<file path="src/rtl/fm_sb_pkg.sv">
`default_nettype none
// ============================================================================
// Module      : fm_sb_pkg
// Description : Shared types and constants for the FM spy-buffer blocks.
// Revision    : 1.0 - initial release
// ============================================================================
package fm_sb_pkg;

    localparam int sb_mapped_n  = 8;
    localparam int sb_frz_to_w  = 16;
    localparam int sb_ovf_cnt_w = 16;

    typedef enum logic [1:0] {
        FRZ_IDLE    = 2'd0,
        FRZ_WAIT    = 2'd1,
        FRZ_FROZEN  = 2'd2,
        FRZ_TIMEOUT = 2'd3
    } fm_sb_frz_state_t;

endpackage
`default_nettype wire

</file>
<file path="src/rtl/fm_sb_status_if.sv">
`default_nettype none
// ============================================================================
// Module      : fm_sb_status_if
// Description : Status/monitor bundle between the spy-buffer array and fm_sb_status.
// Revision    : 1.0 - initial release
// ============================================================================
interface fm_sb_status_if #(
    parameter int SB_N      = 8,
    parameter int TIMEOUT_W = 16,
    parameter int OVF_CNT_W = 16
);
    logic [SB_N-1:0]              freeze;
    logic [SB_N-1:0]              freeze_mask;
    logic [SB_N-1:0]              sb_frozen;
    logic [SB_N-1:0]              sb_overflow;
    logic                         status_clear;
    logic [TIMEOUT_W-1:0]         timeout_limit;
    logic                         freeze_done;
    logic                         freeze_timeout;
    logic [1:0]                   frz_state;
    logic [$clog2(SB_N+1)-1:0]    frozen_cnt;
    logic [SB_N-1:0]              overflow_sticky;
    logic [OVF_CNT_W-1:0]         overflow_cnt;

    modport master (
        output freeze, freeze_mask, sb_frozen, sb_overflow, status_clear, timeout_limit,
        input  freeze_done, freeze_timeout, frz_state, frozen_cnt, overflow_sticky, overflow_cnt
    );

    modport slave (
        input  freeze, freeze_mask, sb_frozen, sb_overflow, status_clear, timeout_limit,
        output freeze_done, freeze_timeout, frz_state, frozen_cnt, overflow_sticky, overflow_cnt
    );
endinterface
`default_nettype wire

</file>
<file path="src/rtl/fm_sb_popcount.sv">
`default_nettype none
// ============================================================================
// Module      : fm_sb_popcount
// Description : Combinational population count of a W-bit vector.
// Revision    : 1.0 - initial release
// ============================================================================
module fm_sb_popcount #(
    parameter int W     = 8,
    parameter int OUT_W = $clog2(W+1)
) (
    input  wire logic [W-1:0]     bits,
    output logic      [OUT_W-1:0] count
);

    always_comb begin
        count = '0;
        for (int i = 0; i < W; i++) begin
            count = count + OUT_W'(bits[i]);
        end
    end

endmodule
`default_nettype wire

</file>
<file path="src/rtl/fm_sb_status.sv">
`default_nettype none
// ============================================================================
// Module      : fm_sb_status
// Description : Freeze handshake FSM, frozen count and overflow status collector.
// Revision    : 1.0 - initial release
// ============================================================================
module fm_sb_status
    import fm_sb_pkg::*;
#(
    parameter int SB_N      = sb_mapped_n,
    parameter int TIMEOUT_W = sb_frz_to_w,
    parameter int OVF_CNT_W = sb_ovf_cnt_w
) (
    input wire logic        axi_clk,
    input wire logic        axi_reset_n,
    fm_sb_status_if.slave   bus
);

    localparam int CNT_W = $clog2(SB_N+1);

    fm_sb_frz_state_t      r_state, w_state_nxt;
    logic [TIMEOUT_W-1:0]  r_wait_cnt, w_wait_cnt_nxt;
    logic [CNT_W-1:0]      r_frozen_cnt;
    logic [SB_N-1:0]       r_sticky;
    logic [OVF_CNT_W-1:0]  r_ovf_cnt;

    logic [SB_N-1:0]       w_req;
    logic                  w_req_any;
    logic                  w_all_frozen;
    logic                  w_expired;
    logic [CNT_W-1:0]      w_frozen_pop;
    logic [CNT_W-1:0]      w_ovf_pop;
    logic [OVF_CNT_W-1:0]  w_ovf_base;
    logic [OVF_CNT_W:0]    w_ovf_sum;

    assign w_req        = bus.freeze & ~bus.freeze_mask;
    assign w_req_any    = |w_req;
    assign w_all_frozen = ((bus.sb_frozen & w_req) == w_req);
    assign w_expired    = (bus.timeout_limit != '0) &&
                          (r_wait_cnt == bus.timeout_limit - TIMEOUT_W'(1));

    fm_sb_popcount #(.W(SB_N), .OUT_W(CNT_W)) u_pop_frozen (
        .bits  (bus.sb_frozen & ~bus.freeze_mask),
        .count (w_frozen_pop)
    );

    fm_sb_popcount #(.W(SB_N), .OUT_W(CNT_W)) u_pop_ovf (
        .bits  (bus.sb_overflow),
        .count (w_ovf_pop)
    );

    // Clear takes effect before this cycle's events are accumulated.
    assign w_ovf_base = bus.status_clear ? '0 : r_ovf_cnt;
    assign w_ovf_sum  = {1'b0, w_ovf_base} + (OVF_CNT_W+1)'(w_ovf_pop);

    always_comb begin
        w_state_nxt    = r_state;
        w_wait_cnt_nxt = r_wait_cnt;
        if (!w_req_any) begin
            w_state_nxt = FRZ_IDLE;
        end else begin
            case (r_state)
                FRZ_IDLE: begin
                    w_state_nxt    = FRZ_WAIT;
                    w_wait_cnt_nxt = '0;
                end
                FRZ_WAIT: begin
                    if (w_all_frozen) begin
                        w_state_nxt = FRZ_FROZEN;
                    end else if (w_expired) begin
                        w_state_nxt = FRZ_TIMEOUT;
                    end else begin
                        w_wait_cnt_nxt = r_wait_cnt + TIMEOUT_W'(1);
                    end
                end
                FRZ_FROZEN: begin
                    if (!w_all_frozen) begin
                        w_state_nxt    = FRZ_WAIT;
                        w_wait_cnt_nxt = '0;
                    end
                end
                FRZ_TIMEOUT: w_state_nxt = FRZ_TIMEOUT;
                default:     w_state_nxt = FRZ_IDLE;
            endcase
        end
    end

    always_ff @(posedge axi_clk) begin
        if (!axi_reset_n) begin
            r_state      <= FRZ_IDLE;
            r_wait_cnt   <= '0;
            r_frozen_cnt <= '0;
            r_sticky     <= '0;
            r_ovf_cnt    <= '0;
        end else begin
            r_state      <= w_state_nxt;
            r_wait_cnt   <= w_wait_cnt_nxt;
            r_frozen_cnt <= w_frozen_pop;
            r_sticky     <= (bus.status_clear ? '0 : r_sticky) | bus.sb_overflow;
            r_ovf_cnt    <= w_ovf_sum[OVF_CNT_W] ? '1 : w_ovf_sum[OVF_CNT_W-1:0];
        end
    end

    assign bus.freeze_done     = (r_state == FRZ_FROZEN);
    assign bus.freeze_timeout  = (r_state == FRZ_TIMEOUT);
    assign bus.frz_state       = r_state;
    assign bus.frozen_cnt      = r_frozen_cnt;
    assign bus.overflow_sticky = r_sticky;
    assign bus.overflow_cnt    = r_ovf_cnt;

endmodule
`default_nettype wire

</file>
<file path="src/flat_wrapper.sv">
// flat-port wrapper written by rule: the top's interface ports become plain ports
module fm_sb_status_flat import fm_sb_pkg::*;
#(
    parameter int SB_N      = sb_mapped_n,
    parameter int TIMEOUT_W = sb_frz_to_w,
    parameter int OVF_CNT_W = sb_ovf_cnt_w
)
  (axi_clk, axi_reset_n, bus_freeze, bus_freeze_mask, bus_sb_frozen, bus_sb_overflow, bus_status_clear, bus_timeout_limit, bus_freeze_done, bus_freeze_timeout, bus_frz_state, bus_frozen_cnt, bus_overflow_sticky, bus_overflow_cnt);
  fm_sb_status_if #(.SB_N(SB_N), .TIMEOUT_W(TIMEOUT_W), .OVF_CNT_W(OVF_CNT_W)) bus_i ();
  input wire logic axi_clk;
  input wire logic axi_reset_n;
  input wire logic [$bits(bus_i.freeze)-1:0] bus_freeze;
  input wire logic [$bits(bus_i.freeze_mask)-1:0] bus_freeze_mask;
  input wire logic [$bits(bus_i.sb_frozen)-1:0] bus_sb_frozen;
  input wire logic [$bits(bus_i.sb_overflow)-1:0] bus_sb_overflow;
  input wire logic [$bits(bus_i.status_clear)-1:0] bus_status_clear;
  input wire logic [$bits(bus_i.timeout_limit)-1:0] bus_timeout_limit;
  output wire logic [$bits(bus_i.freeze_done)-1:0] bus_freeze_done;
  output wire logic [$bits(bus_i.freeze_timeout)-1:0] bus_freeze_timeout;
  output wire logic [$bits(bus_i.frz_state)-1:0] bus_frz_state;
  output wire logic [$bits(bus_i.frozen_cnt)-1:0] bus_frozen_cnt;
  output wire logic [$bits(bus_i.overflow_sticky)-1:0] bus_overflow_sticky;
  output wire logic [$bits(bus_i.overflow_cnt)-1:0] bus_overflow_cnt;
  assign bus_i.freeze = bus_freeze;
  assign bus_i.freeze_mask = bus_freeze_mask;
  assign bus_i.sb_frozen = bus_sb_frozen;
  assign bus_i.sb_overflow = bus_sb_overflow;
  assign bus_i.status_clear = bus_status_clear;
  assign bus_i.timeout_limit = bus_timeout_limit;
  assign bus_freeze_done = bus_i.freeze_done;
  assign bus_freeze_timeout = bus_i.freeze_timeout;
  assign bus_frz_state = bus_i.frz_state;
  assign bus_frozen_cnt = bus_i.frozen_cnt;
  assign bus_overflow_sticky = bus_i.overflow_sticky;
  assign bus_overflow_cnt = bus_i.overflow_cnt;
  fm_sb_status #(.SB_N(SB_N), .TIMEOUT_W(TIMEOUT_W), .OVF_CNT_W(OVF_CNT_W)) u_core (.axi_clk(axi_clk), .axi_reset_n(axi_reset_n), .bus(bus_i));
endmodule
</file>
<file path="config.mk">
export PLATFORM = sky130hd
export DESIGN_NAME = fm_sb_status_flat
export DESIGN_NICKNAME = d
export VERILOG_FILES = /design/src/rtl/fm_sb_pkg.sv /design/src/rtl/fm_sb_status_if.sv /design/src/rtl/fm_sb_popcount.sv /design/src/rtl/fm_sb_status.sv /design/src/flat_wrapper.sv
export SDC_FILE = /design/constraint.sdc
export NUM_CORES = 1
export LEC_CHECK = 0
export ABC_AREA = 1
export CORE_ASPECT_RATIO = 1.2
export CORE_UTILIZATION = 50
export CTS_CLUSTER_SIZE = 25
export DETAILED_ROUTE_END_ITERATION = 10
export PLACE_DENSITY_LB_ADDON = 0.25
export SYNTH_ARGS = -nofsm -noshare
export SYNTH_HDL_FRONTEND = slang
export SYNTH_SLANG_ARGS = --single-unit
</file>
<file path="constraint.sdc">
create_clock -name axi_clk -period 5.4 [get_ports axi_clk]
set_clock_uncertainty 0.15 [all_clocks]
set_input_delay 1.08 -clock axi_clk [delete_from_list [all_inputs] [get_ports axi_clk]]
set_output_delay 1.08 -clock axi_clk [all_outputs]
set_load 0.1 [all_outputs]
</file>
==> impl_metrics.tcl, run 1 <==
set metrics [dict create \
    ys_ff_latch 46 \
    wirelength_mm 9.39 \
    r2r_end "u_core.bus.overflow_cnt[14]" \
    critical_path_depth 17 \
    relSlewSlack_pct 31.9 \
    crit_required_ps 5440 \
    io_buffers 82 \
    synth_ff_type "dfxtp_1" \
    r2r_setup_slack_ps 1800 \
    initial_core_util_pct 51.9 \
    grt_pass1_vias 3765 \
    worst_path_max_delay_cell "fa_1" \
    crit_buf_inv 4 \
    final_antenna_net_count 0 \
    setup_violations 0 \
    endpoint "u_core.bus.overflow_cnt[14]" \
    rows 33 \
    critPathArrivalTime_ps 5110 \
    r2r_cells 15 \
    fin_tns_setup_ps 0 \
    clock-sinks 46 \
    final_cell_mix "nand2_1, inv_1, nor2_1" \
    drt_iter0_markers 161 \
    drive_above_1_share_pct 3.96 \
    gp_congestion 0.930 \
    vias_per_cell 5.09 \
    antennaDiodeCount 0 \
    ioPinCount 83 \
    htree_levels 2 \
    min_period_over_period_pct 93.8 \
    antenna_found_initial 0 \
    worstHoldPathType "reg -> reg" \
    period_needed_ps 5070 \
    cp_common_cell "fa_1" \
    first_pass_iters 4 \
    yosys_warnings 0 \
    finalNetCount 727 \
    wl_per_cell_um 12.6 \
    fp.dieH_um 94.7 \
    yosysTopAreaCell "dfxtp_1" \
    startpoint_type "input pin" \
    worstSetupPathType "in -> reg" \
    crit_family "adder cells" \
    synthTopCellsByArea "dfxtp_1, nand2_1, inv_1, nor2_1, a21oi_1" \
    cts_tree "done" \
    whs_ps 322 \
    hold_viol_final 0 \
    path_cells "clkdlybuf4s50_1 -> fa_1 -> inv_1 -> fa_1 -> fa_1 -> fa_1 -> inv_1 -> fa_1 -> a21oi_1 -> o21ai_1 -> nand3_1 -> nor2_1 -> nand3_1 -> nor2_1 -> nand3_1 -> o211ai_1 -> inv_1" \
    max-cap-violations 0 \
    yosysUniqueCellTypes 36 \
    grtUsageTotal_pct 26.6 \
    core-area_um2 6900 \
    max_stage_delay_ps 550 \
    vias 3779 \
    cts_resized 0 \
    cts_setup_buffers 0 \
    synth_top_area_share_pct 25.7 \
    cts_max_path_buffers 2 \
    syn_avg_cell_area_um2 6.22 \
    p_per_area_nw_per_um2 237 \
    cp-end-kind "flop" \
    max-vdd-ir-drop_uv 333 \
    place_hpwl_mm 7.42 \
    fmax_mhz 197 \
    die_w_um 79.3 \
    startpoint "bus_sb_overflow[0]" \
    syn_area_um2 3580 \
    synth_nets 648 \
    holdBufCountCts 0 \
    ys_async_sr_fraction_pct 0 \
    r2r-start "u_core.bus.overflow_cnt[0]" \
    final_common_cell "nand2_1" \
    worst_pin_slew_ps 1020 \
    numCtsBuffers 5 \
    syn_to_final_growth_pct 27.9 \
    grt_start_max_net_pins 35 \
    synth_seq_area_share_pct 25.7 \
    p_leak_nw 1.99 \
    grt_pass1_wl_mm 15.8 \
    clk_latency_ps 300 \
    worstPathMaxFanout 5 \
    clk_pin_slew_ps 90 \
    synth_edf_count 0 \
    syn_inst 576 \
    dieArea_um2 7510 \
    overflow 0 \
    drv_slew 0 \
    grt_setup_unrepaired "false" \
    clock-root-buffer "clkbuf_8" \
    outcome "finished, final reports clean" \
    drcViolationCount 0 \
]
-- worst min-delay path by stage --
stage,startpoint,end,slack (ps),depth (start not counted)
final,u_core.bus.overflow_sticky[2],u_core.bus.overflow_sticky[2],320,2
after floorplan,u_core.r_wait_cnt[6],u_core.r_wait_cnt[6],310,2
after detailed placement,u_core.bus.overflow_sticky[2],u_core.bus.overflow_sticky[2],310,2
after CTS,u_core.bus.overflow_sticky[6],u_core.bus.overflow_sticky[6],320,2
after global placement,u_core.bus.overflow_sticky[4],u_core.bus.overflow_sticky[4],300,2
after global routing,u_core.bus.overflow_sticky[7],u_core.bus.overflow_sticky[7],340,2
-- Yosys cell counts (2+ instances only) --
cell type	n
a31oi_1	2
a21oi_1	38
clkinv_1	2
inv_1	98
o22ai_1	3
nand2_2	2
o21ai_1	2
nand2_1	144
nor2_2	6
fa_1	9
nand3_1	27
nor2_1	87
o211ai_1	2
o21ai_0	8
or2_2	2
dfxtp_1	46
clkbuf_1	10
nor3_1	13
nand4_1	21
xor2_1	18
nor3b_1	2
ha_1	12
o31ai_1	2
a21oi_2	2
xnor2_1	7
-- cells by family after synthesis --
kind of cell / synth area share [%]
compound gates: 9.43
xor+xnor: 6.11
fa+ha+maj: 9.22
buf+inv: 12.2
flops: 25.7
simple gates: 37.3
-- registers in the layout (all words and copies together) (netlist names) --
| name | cells |
|---|---|
| u_core.bus.overflow_sticky | 8 |
| u_core.bus.frozen_cnt | 4 |
| u_core.bus.overflow_cnt | 16 |
| u_core.bus.frz_state | 2 |
| u_core.r_wait_cnt | 16 |
-- routing by layer --
| layer | up-vias | share of wire (%) | GRT usage, % |
|---|---|---|---|
| met5 | - | 0 | 0 |
| met4 | 0 | 1.9 | 10.5 |
| met3 | 18 | 3.2 | 3.77 |
| met2 | 80 | 53 | 51.7 |
| met1 | 1724 | 42 | 28.4 |
| li1 | 1957 | - | - |
-- area by class of cell --
cell class	instances	area, um2
clock buffers	5	68.8
repair buffers	84	836
flip-flops and latches	46	921
multi-input cells	417	2220
well taps	87	109
clock inverters	3	43.8
fillers	652	2310
inverters	101	379
-- through the flow --
step	worst slack, ps	utilization (%)	power (mW)	std cells	area (um2)
floorplan	797	-	0.707	576	3580
global placement	155	64.8	0.827	735	4470
detailed placement	31.7	64.8	0.835	735	4470
CTS	362	66.4	1.09	743	4580
global route	93.8	66.4	1.15	743	4580
finish	333	66.4	1.08	743	4580
-- power breakdown --
group	leakage, nW	internal [mW]	switching (mW)	total (mW)
clock network	0.0585	0.139	0.118	0.257
logic	1.55	0.145	0.305	0.450
registers	0.375	0.363	0.0160	0.379
total	1.99	0.646	0.439	1.08
-- tightest hold or removal path, cell delays in order (launching register included) --
cell	delay, ps
dfxtp_1	320
nand2_1	60
a21oi_1	50
Power figures use the tool's default switching activity.
==> inputs of run 2 (changes only) <==
==> constraint.sdc (replaced) <==
create_clock -name axi_clk -period 5.2 [get_ports axi_clk]
set_clock_uncertainty 0.15 [all_clocks]
set_input_delay 1.04 -clock axi_clk [delete_from_list [all_inputs] [get_ports axi_clk]]
set_output_delay 1.04 -clock axi_clk [all_outputs]
set_load 0.1 [all_outputs]
==> run 2 against run 1 <==
  * Cell count rose by 0.40%
  * Die area did not move
  * Global-route usage fell by 0.35 points
  * Count of clock-buffer cells in the layout did not move
  * Sequential power rose by 3%
  * Flip-flop and latch count did not move
  * Clock power rose by 26%
  * Critical path depth rose by 1
  * Final area rose by 1.0%
==> impl_metrics.tcl, run 2 (synthesized netlist as in run 1, its figures left out) <==
set metrics [dict create \
    holdBufCountCts 0 \
    wl_per_cell_um 12.8 \
    fin_util_pct 67.1 \
    fin_tns_setup_ps 0 \
    antennaDiodeCount 0 \
    setup_violations 0 \
    globalRouteMet2Util_pct 51.6 \
    min_period_over_period_pct 94.8 \
    outcome "finished, final reports clean" \
    final_cell_mix "nand2_1, inv_1, nor2_1" \
    gp_congestion 0.909 \
    fmax_mhz 203 \
    syn_to_final_growth_pct 29.2 \
    stdcell_count 746 \
    clock-root-buffer "clkbuf_8" \
    fp.dieH_um 94.7 \
    die_w_um 79.3 \
    cts_tree "done" \
    critPathArrivalTime_ps 4970 \
    hold_viol_final 0 \
    worstPathMaxFanout 5 \
    hold_depth 2 \
    grt_start_max_net_pins 35 \
    worstSetupPathType "in -> reg" \
    max-cap-violations 0 \
    cp-end-kind "flop" \
    numCtsBuffers 5 \
    fillers 652 \
    worst_pin_slew_ps 1050 \
    grt_pass1_wl_mm 15.6 \
    finalNetCount 730 \
    worstHoldPathType "reg -> reg" \
    fin_ws_ps 272 \
    final_antenna_net_count 0 \
    rows 33 \
    core-area_um2 6900 \
    cts_setup_buffers 0 \
    dieArea_um2 7510 \
    max-vdd-ir-drop_uv 292 \
    clk_pin_slew_ps 90 \
    ioPinCount 83 \
    p_leak_nw 2.01 \
    crit_required_ps 5240 \
    place_hpwl_mm 7.31 \
    clk_latency_ps 300 \
    r2r_cells 16 \
    antenna_found_initial 0 \
    grt_setup_unrepaired "false" \
    overflow 0 \
    grtUsageTotal_pct 26.2 \
    drive_above_1_share_pct 4.40 \
    dp.cells 738 \
    use_met1_pct 29.3 \
    drcViolationCount 0 \
    wirelength_mm 9.52 \
    drv_slew 0 \
    grt_busiest_layer "met2" \
    initial_core_util_pct 51.9 \
    period_needed_ps 4930 \
    p_per_area_nw_per_um2 257 \
    htree_levels 2 \
    io_buffers 82 \
    drt_iter0_markers 231 \
    first_pass_iters 5 \
    relSlewSlack_pct 29.2 \
    power_mw 1.19 \
    clock-sinks 46 \
    place_ws_ps 7.09 \
    final_common_cell "nand2_1" \
    startpoint_type "input pin" \
    vias_per_cell 5.16 \
    cts_max_path_buffers 2 \
    grt_pass1_vias 3615 \
    cts_resized 0 \
    use_met3_pct 3.19 \
    vias 3853 \
]
[run 2: cell types whose count changed in the layout (fill, tap and decap cells not counted)]
cell / before / now
clkinv_4: 0 / 1
clkinv_2: 1 / 0
buf_4: 2 / 5
inv_6: 1 / 0
bufinv_16: 1 / 2
[run 2: cell type report]
| cell class | instances | area [um2] | area share [%] |
|---|---|---|---|
| clock buffer | 5 | 68.8 | 1.49 |
| clock inverter | 3 | 68.8 | 1.49 |
| inverter | 101 | 379 | 8.19 |
| multi-input combinational | 417 | 2220 | 48.0 |
| sequential | 46 | 921 | 19.9 |
| tap | 87 | 109 | 2.35 |
| timing repair buffer | 87 | 858 | 18.5 |
[run 2: routing by layer]
layer  wire length, um  vias to the layer above
li1                  -                     1967
met1              3950                     1750
met2              5000                      114
met3               386                       22
met4               184                        0
met5                 0                        -
[run 2: final timing paths]
kind / from / end / slack (ps)
max: bus_sb_overflow[0] / u_core.bus.overflow_cnt[14] / 270
min: u_core.bus.overflow_sticky[4] / u_core.bus.overflow_sticky[4] / 320
max reg2reg: u_core.bus.overflow_cnt[0] / u_core.bus.overflow_cnt[14] / 1670
min reg2reg: u_core.bus.overflow_sticky[4] / u_core.bus.overflow_sticky[4] / 320
[run 2: worst max-delay path: stages]
cell             delay, ps
clkdlybuf4s50_1        470
fa_1                   550
inv_1                   50
fa_1                   510
fa_1                   430
fa_1                   360
inv_1                  110
fa_1                   240
a21oi_1                 80
o21ai_1                190
nand3_1                140
nor2_1                 120
buf_4                  140
nand3_1                 80
nor2_1                 190
nand3_1                100
o211ai_1               100
inv_1                   60
[run 2: metrics by stage]
step / area (um2) / hold WS, ps
6_report: 4630 / 318
5_1_grt: 4630 / 345
3_5_place_dp: 4490 / 301
2_1_floorplan: 3580 / 311
3_3_place_gp: 4490 / 301
4_1_cts: 4630 / 322
[run 2: report_power, final]
group | leakage [nW] | switching, mW | internal, mW
combinational | 1.57 | 0.325 | 0.152
sequential | 0.375 | 0.0145 | 0.376
clock | 0.0683 | 0.130 | 0.193
total | 2.01 | 0.469 | 0.721
==> inputs of run 3 (changes only) <==
--- a/config.mk
+++ b/config.mk
@@ -11,6 +11,7 @@
 export CTS_CLUSTER_SIZE = 25
 export DETAILED_ROUTE_END_ITERATION = 10
 export PLACE_DENSITY_LB_ADDON = 0.25
+export SLEW_MARGIN = 20
 export SYNTH_ARGS = -nofsm -noshare
 export SYNTH_HDL_FRONTEND = slang
 export SYNTH_SLANG_ARGS = --single-unit
==> results of run 3 <==
Final layout, timing and power as in run 2 (identical DEF).
